--- src/rtl/mips_pkg.sv ---
// Parameters and types shared by the 16-bit MIPS core, its instruction memory
// and the boot-time instruction loader.
package mips_pkg;

    localparam int unsigned DATA_W     = 16;
    localparam int unsigned ADDR_W     = 13;
    localparam int unsigned IMEM_DEPTH = 24;

    typedef enum logic [2:0] {
        LdIdle,
        LdLenHi,
        LdLenLo,
        LdDataHi,
        LdDataLo,
        LdDone,
        LdError
    } loader_state_e;

endpackage

--- src/rtl/instruction_loader.sv ---
// Boot-time writer for the instruction memory: takes a length-prefixed big-endian byte
// stream and writes one 16-bit word per pair of bytes, holding the CPU in reset meanwhile.
module instruction_loader #(
    parameter int unsigned DEPTH  = mips_pkg::IMEM_DEPTH,
    parameter int unsigned ADDR_W = mips_pkg::ADDR_W,
    parameter int unsigned DATA_W = mips_pkg::DATA_W
) (
    input  logic              clk_i,
    input  logic              rst_ni,
    input  logic              start_i,
    input  logic              in_valid_i,
    input  logic [7:0]        in_data_i,
    output logic              in_ready_o,
    output logic              mem_we_o,
    output logic [ADDR_W-1:0] mem_addr_o,
    output logic [DATA_W-1:0] mem_wdata_o,
    output logic              busy_o,
    output logic              done_o,
    output logic              error_o,
    output logic              cpu_rst_no
);

    import mips_pkg::*;

    localparam logic [15:0] DEPTH16 = 16'(DEPTH);

    loader_state_e     state_q, state_d;
    logic [15:0]       len_q, len_d;
    logic [7:0]        hi_q, hi_d;
    logic [15:0]       cnt_q, cnt_d;
    logic              in_ready_q, in_ready_d;
    logic              mem_we_q, mem_we_d;
    logic [ADDR_W-1:0] mem_addr_q, mem_addr_d;
    logic [DATA_W-1:0] mem_wdata_q, mem_wdata_d;
    logic              busy_q, busy_d;
    logic              done_q, done_d;
    logic              error_q, error_d;
    logic              cpu_rst_n_q, cpu_rst_n_d;
    logic              accept;
    logic [15:0]       len_full;
    logic [15:0]       cnt_inc;

    always_comb begin
        state_d     = state_q;
        len_d       = len_q;
        hi_d        = hi_q;
        cnt_d       = cnt_q;
        mem_we_d    = 1'b0;
        mem_addr_d  = mem_addr_q;
        mem_wdata_d = mem_wdata_q;
        // in_ready_q mirrors the current state, so it doubles as the accept qualifier
        accept      = in_valid_i && in_ready_q;
        len_full    = {len_q[15:8], in_data_i};
        cnt_inc     = cnt_q + 16'd1;

        unique case (state_q)
            LdIdle, LdDone, LdError: begin
                if (start_i) begin
                    state_d    = LdLenHi;
                    cnt_d      = '0;
                    mem_addr_d = '0;
                end
            end
            LdLenHi: begin
                if (accept) begin
                    len_d[15:8] = in_data_i;
                    state_d     = LdLenLo;
                end
            end
            LdLenLo: begin
                if (accept) begin
                    len_d = len_full;
                    if (len_full == 16'd0) begin
                        state_d = LdDone;
                    end else if (len_full > DEPTH16) begin
                        state_d = LdError;
                    end else begin
                        state_d = LdDataHi;
                    end
                end
            end
            LdDataHi: begin
                if (accept) begin
                    hi_d    = in_data_i;
                    state_d = LdDataLo;
                end
            end
            LdDataLo: begin
                if (accept) begin
                    mem_we_d    = 1'b1;
                    mem_addr_d  = cnt_q[ADDR_W-1:0];
                    mem_wdata_d = DATA_W'({hi_q, in_data_i});
                    cnt_d       = cnt_inc;
                    state_d     = (cnt_inc == len_q) ? LdDone : LdDataHi;
                end
            end
            default: state_d = LdIdle;
        endcase

        // Status outputs are registered from the next state so they line up with mem_we
        in_ready_d  = (state_d == LdLenHi) || (state_d == LdLenLo) ||
                      (state_d == LdDataHi) || (state_d == LdDataLo);
        busy_d      = in_ready_d;
        done_d      = (state_d == LdDone);
        error_d     = (state_d == LdError);
        cpu_rst_n_d = (state_d == LdDone);
    end

    always_ff @(posedge clk_i or negedge rst_ni) begin
        if (!rst_ni) begin
            state_q     <= LdIdle;
            len_q       <= '0;
            hi_q        <= '0;
            cnt_q       <= '0;
            in_ready_q  <= 1'b0;
            mem_we_q    <= 1'b0;
            mem_addr_q  <= '0;
            mem_wdata_q <= '0;
            busy_q      <= 1'b0;
            done_q      <= 1'b0;
            error_q     <= 1'b0;
            cpu_rst_n_q <= 1'b0;
        end else begin
            state_q     <= state_d;
            len_q       <= len_d;
            hi_q        <= hi_d;
            cnt_q       <= cnt_d;
            in_ready_q  <= in_ready_d;
            mem_we_q    <= mem_we_d;
            mem_addr_q  <= mem_addr_d;
            mem_wdata_q <= mem_wdata_d;
            busy_q      <= busy_d;
            done_q      <= done_d;
            error_q     <= error_d;
            cpu_rst_n_q <= cpu_rst_n_d;
        end
    end

    assign in_ready_o  = in_ready_q;
    assign mem_we_o    = mem_we_q;
    assign mem_addr_o  = mem_addr_q;
    assign mem_wdata_o = mem_wdata_q;
    assign busy_o      = busy_q;
    assign done_o      = done_q;
    assign error_o     = error_q;
    assign cpu_rst_no  = cpu_rst_n_q;

endmodule
--- config.mk ---
export PLATFORM = sky130hd
export DESIGN_NAME = instruction_loader
export DESIGN_NICKNAME = d
export VERILOG_FILES = /design/src/rtl/mips_pkg.sv /design/src/rtl/instruction_loader.sv
export SDC_FILE = /design/constraint.sdc
export NUM_CORES = 1
export LEC_CHECK = 0
export ABC_AREA = 0
export CELL_PAD_IN_SITES_DETAIL_PLACEMENT = 0
export CELL_PAD_IN_SITES_GLOBAL_PLACEMENT = 1
export CORE_MARGIN = 2
export CORE_UTILIZATION = 48
export CTS_BUF_LIST = sky130_fd_sc_hd__clkbuf_4
export DETAILED_ROUTE_END_ITERATION = 7
export PLACE_DENSITY_LB_ADDON = 0.1
export REMOVE_ABC_BUFFERS = 1
export SLEW_MARGIN = 20
export SYNTH_ARGS = -nofsm -noshare
export SYNTH_HDL_FRONTEND = slang
export SYNTH_SLANG_ARGS = --single-unit
--- constraint.sdc ---
create_clock -name clk_i -period 4.8 [get_ports clk_i]
set_clock_uncertainty 0.1 [all_clocks]
set_input_delay 0.48 -clock clk_i [delete_from_list [all_inputs] [get_ports clk_i]]
set_output_delay 0.48 -clock clk_i [all_outputs]
set_load 0.02 [all_outputs]
* Yosys cells after proc, flatten, opt, wreduce, memory -nomap -nowiden
Cells that the tools add are included.
Cells by class: muxes and demuxes 19, $mul 0, magnitude comparators 1, eq/ne operators 15, bitwise logic cells 1, div/mod/pow operators 0, shifts and indexed selects 0, reduce and logical (&&, ||, !) cells 13, $add $sub $neg 1
Operators by type and width (count):
- 16-bit 2-to-1 mux | 2
- 16-bit case mux with 2 select lines | 1
- 13-bit 2-to-1 mux | 2
- 13-bit case mux with 2 select lines | 1
- 3-bit 2-to-1 mux | 8
- 3-bit == test, second input constant | 6
- 16-bit by 1-bit adder with 16-bit output, second input constant | 1
- 16-bit == test | 1
- 16-bit by 5-bit > comparator with 1-bit output, second input constant | 1
- 16-bit logical NOT | 1
- 8-bit case mux with 2 select lines | 1
- 3-bit case mux with 5 select lines | 1
- 3-bit by 2-bit == test with 1-bit output, second input constant | 4
- 8-bit 2-to-1 mux | 1
- 3-bit by 1-bit == test with 1-bit output, second input constant | 2
- 2-bit AND reduction | 3
- 3-bit AND reduction | 2
- 2-bit inequality test, second input constant | 2
- 3-bit logical NOT | 1
- 1-bit logical OR | 3
- 3-bit OR reduction | 1
- 1-bit 2-to-1 mux | 2
- 2-bit nonzero test | 1
- 1-bit logical AND | 1
- 1-bit inverter | 1
Storage, ports and cells: memory bits (read-only) 0, bits in latches 0, input bits 12, bits in writable memories 0, memories kept 0, word-level logic and storage cells 61, output and inout port bits 35, register bits 76

* Depth between registers and ports, before layout
depth after elaboration 9, depth in mapped cells 8, mapped depth without buffers 8

* Worst setup path before layout
No wires, ideal clock.
path type register -> register, from reg cnt_q[0], to reg busy_q, in the netlist busy_o, path slack 2420 ps, clock period less this slack 2380 ps, arrival 2155 ps, setup time 125 ps, data required time 4575 ps, path buffers 0, stages on the path, launching flop included 9, cells stage by stage dfrtp_1 -> ha_1 -> nand3_2 -> nor4_4 -> xnor2_1 -> a2111oi_2 -> nand4_1 -> o21a_2 -> xnor2_2
Between the ends: word-level cells in the longest chain between the ends 9, elaborated cells on any way between the ends 12, those cells by class 1 x add/sub; 5 x eq/ne; 3 x mux; 3 x reduce/logical
Ends and longest elaborated chain:
- start, declared | RTL line instruction_loader.sv:30 | logic [15:0] cnt_q, cnt_d;
- start signal, assigned | RTL line instruction_loader.sv:127 | cnt_q <= cnt_d;
- 16-bit by 1-bit adder with 16-bit output (*) | RTL line instruction_loader.sv:54 | cnt_inc = cnt_q + 16'd1;
- 16-bit == test (*) | RTL line instruction_loader.sv:94 | state_d = (cnt_inc == len_q) ? LdDone : LdDataHi;
- 3-bit 2-to-1 mux (*) | RTL line instruction_loader.sv:94
- 3-bit 2-to-1 mux (*) | RTL line instruction_loader.sv:89 | if (accept) begin
- 3-bit case mux with 5 select lines (*) | RTL line instruction_loader.sv:56 | unique case (state_q)
- 3-bit by 1-bit == test with 1-bit output or 3-bit by 2-bit == test with 1-bit output (tied branches) | RTL line instruction_loader.sv:101 | in_ready_d = (state_d == LdLenHi) || (state_d == LdLenLo) ||
- 1-bit logical OR (2 in series) | RTL line instruction_loader.sv:101
- 1-bit logical OR (*) | RTL line instruction_loader.sv:102 | (state_d == LdDataHi) || (state_d == LdDataLo);
- net busy_d | RTL line instruction_loader.sv:35 | logic busy_q, busy_d;
- end signal, assigned | RTL line instruction_loader.sv:132 | busy_q <= busy_d;
- end, declared | RTL line instruction_loader.sv:35
The timed path passes the listed nets; every way through them passes the cells marked *. A chain may end at the register's enable or synchronous reset.

* Worst setup path after layout
Ends and elaborated chain as after synthesis.

==> metrics.yaml <==
status: "finished, final reports clean"
holdCritPathClass: "input pin to async pin"
start_util_pct: 49.0
drt-wirelength-per-cell_um: 15.4
power_frac_comb_pct: 38.9
cts_tree: "yes"
drc: 0
use_met1_pct: 30.9
yosysSeqAreaShare_pct: 51.0
root_buffer: "clkbuf_4"
ff_latch_area_um2: 1900
n_antenna_cell: 0
maxSlewHeadroom_pct: 30.7
dr_total_vias: 2836
top_usage_layer: "met2"
avgSynthCellArea_um2: 9.68
cts.sinks: 76
globalRouteMet3Util_pct: 2.96
dieHeight_um: 92.1
dieArea_um2: 8480
clk_latency_ns: 0.42
arrival_ns: 2.96
p_seq_share_pct: 42.7
synth-seq-cells: 76
grt_max_degree: 77
whs_ns: 0.106
power_w: 0.00235
grt_pass1_wl_um: 14200
fillers: 697
cts_buffers: 9
routabilityCongestion: 0.795
grt_overflow_total: 0
core_area_um2: 7610
ctsHoldBuffers: 0
hold_viol: 0
setup.worst_path.class: "flip-flop to flip-flop"
syn_area_um2: 3730
fin_crit_sh_pct: 57.0
maxCapViolCount: 0
vias_per_cell: 5.35
cts_max_level: 3
worst_pin_slew_ns: 1.03
first_pass_iters: 4
antenna_left: 0
grt_util_all_layers_pct: 21.4
routed_wl_um: 8180
switchingPower_w: 0.000872
synth.distinct_cells: 49
post-dp-hpwl_um: 5490
worst-path-max-fanout: 9
powerDensity_nw_per_um2: 536
ioPinCount: 47
drive_gt1_share_pct: 12.4
clk_pin_slew_ns: 0.13
rsz0062_at_grt: "false"
syn_inst: 385
drt_iter0_drc: 185
yosys_most_used_dff: "dfrtp_1"
grt_pass1_vias: 2851
worst_slack_ns: 2.06
critPathRequiredTime_ns: 5.02
drv_slew: 0
pre_cts_slack_ns: 2.06
rows: 32
multi_input_area_um2: 1710
regToRegSetupSlack_ns: 2.06
nets: 436
crit_path_start_kind: "flip-flop"
leakagePower_nw: 1.89
gr-usage-met2_pct: 33.2
port_buffers: 46
peakVddDrop_mv: 0.309
cts_setup_buffers: 0
clock_path_buffers: 2
p_sw_share_pct: 37.0
die_w_um: 92.1
p_int_w: 0.00148
async_flop_share_pct: 100
clock_power_share_pct: 18.4
antenna_found_initial: 0
min_period_ns: 2.74
cts_resized: 0
synth_edf_count: 0
setup_violations: 0
syn_to_final_growth_pct: 18.0
yosysWarnings: 0
fmax_mhz: 365
crit_path_end_kind: "flip-flop"
tns_ns: 0
[cells in the mapped netlist (3+ instances only)]
master    instances  share of area [%]
nor3_1            4               0.54
inv_1             7               0.71
mux2_2           24                7.3
o31ai_1           9                1.8
nor2_1           20                2.0
xnor2_1          16                3.8
clkbuf_1         12                1.2
dfrtp_1          76                 51
a21o_1            3               0.60
nand4_1           6                1.0
nor2b_1           4               0.67
xor2_1            8                1.9
nand3_1           9                1.2
nand2b_1          3               0.50
o21ai_0          38                5.1
nor4_1            5               0.84
a21oi_1           3               0.40
nand2_1          94                9.5
buf_2             5               0.67
[through the flow]
stage | utilization, % | cells | cell area [um2]
6_report | 57.8 | 530 | 4400
5_1_grt | 57.8 | 530 | 4400
4_1_cts | 57.8 | 530 | 4400
3_5_place_dp | 55.7 | 514 | 4240
3_3_place_gp | 55.7 | 514 | 4240
2_1_floorplan | - | 364 | 3630
[per-layer routing]
metal	up-vias	part of all wire, %	routed length (um)
li1	1402	-	-
met1	1360	49	4050
met2	62	45	3700
met3	12	3.7	304
met4	0	1.6	128
met5	-	0	0
[power by group through the flow]
stage / logic, W / clock network, W / registers [W]
after floorplan: 0.000511 / 0 / 0.00107
after global routing: 0.00102 / 0.000472 / 0.00103
after detailed placement: 0.000921 / 0 / 0.00102
after global placement: 0.000911 / 0 / 0.00101
after CTS: 0.000929 / 0.000448 / 0.00101
final: 0.000917 / 0.000433 / 0.00101
[worst paths after layout]
path | startpoint | to | cells after the start
max in group asynchronous | rst_ni | hi_q[1] | 1
min | rst_ni | mem_addr_o[9] | 1
min in group clk_i | hi_q[7] | mem_wdata_o[15] | 2
max reg2reg | cnt_q[0] | busy_o | 8
min reg2reg | hi_q[7] | mem_wdata_o[15] | 2
max | cnt_q[0] | busy_o | 8
[area by class of cell]
cell class,count,area share (%)
clock buffer,9,1.54
clock inverter,7,2.08
inverter,8,0.683
multi-input combinational,280,38.8
sequential,76,43.3
tap,102,2.90
timing repair buffer,48,10.8
[cell usage in the layout, fill, tap and decap left out, drive strengths merged, types with 4 or more instances in the layout]
master         count
nor3               4
nor2b              4
o31ai              9
nor2              20
xnor2             17
nand2             94
dfrtp             76
nor4               7
mux2              24
inv                8
xor2               8
nand4              7
nand3             10
clkdlybuf4s50     45
o21ai             39
clkbuf             9
[sequential cells by signal (all words and copies together) (netlist names)]
name         cells
len_q           16
cpu_rst_no       1
mem_wdata_o     16
mem_addr_o      13
state_q          3
cnt_q           16
mem_we_o         1
hi_q             8
error_o          1
busy_o           1
[worst max-delay path: stages, from the launching register on]
cell and delay, ns:
dfrtp_1 0.48, ha_1 0.31, nand3_2 0.24, nor4_1 0.53
xnor2_1 0.18, o2111a_1 0.22, nand4_1 0.16, o21a_2 0.28
xnor2_2 0.14
[logic make-up after synthesis]
family,count (synthesis),share of synthesized area (%)
multiplexers,26,7.79
flip-flops,76,51.0
AO/OA/AOI/OAI,69,11.7
buffers and inverters,29,3.29
XOR/XNOR,25,6.08
adder cells (fa/ha/maj),1,0.336
AND/OR/NAND/NOR,159,19.8
No activity file was read; power rests on OpenSTA's default activity.
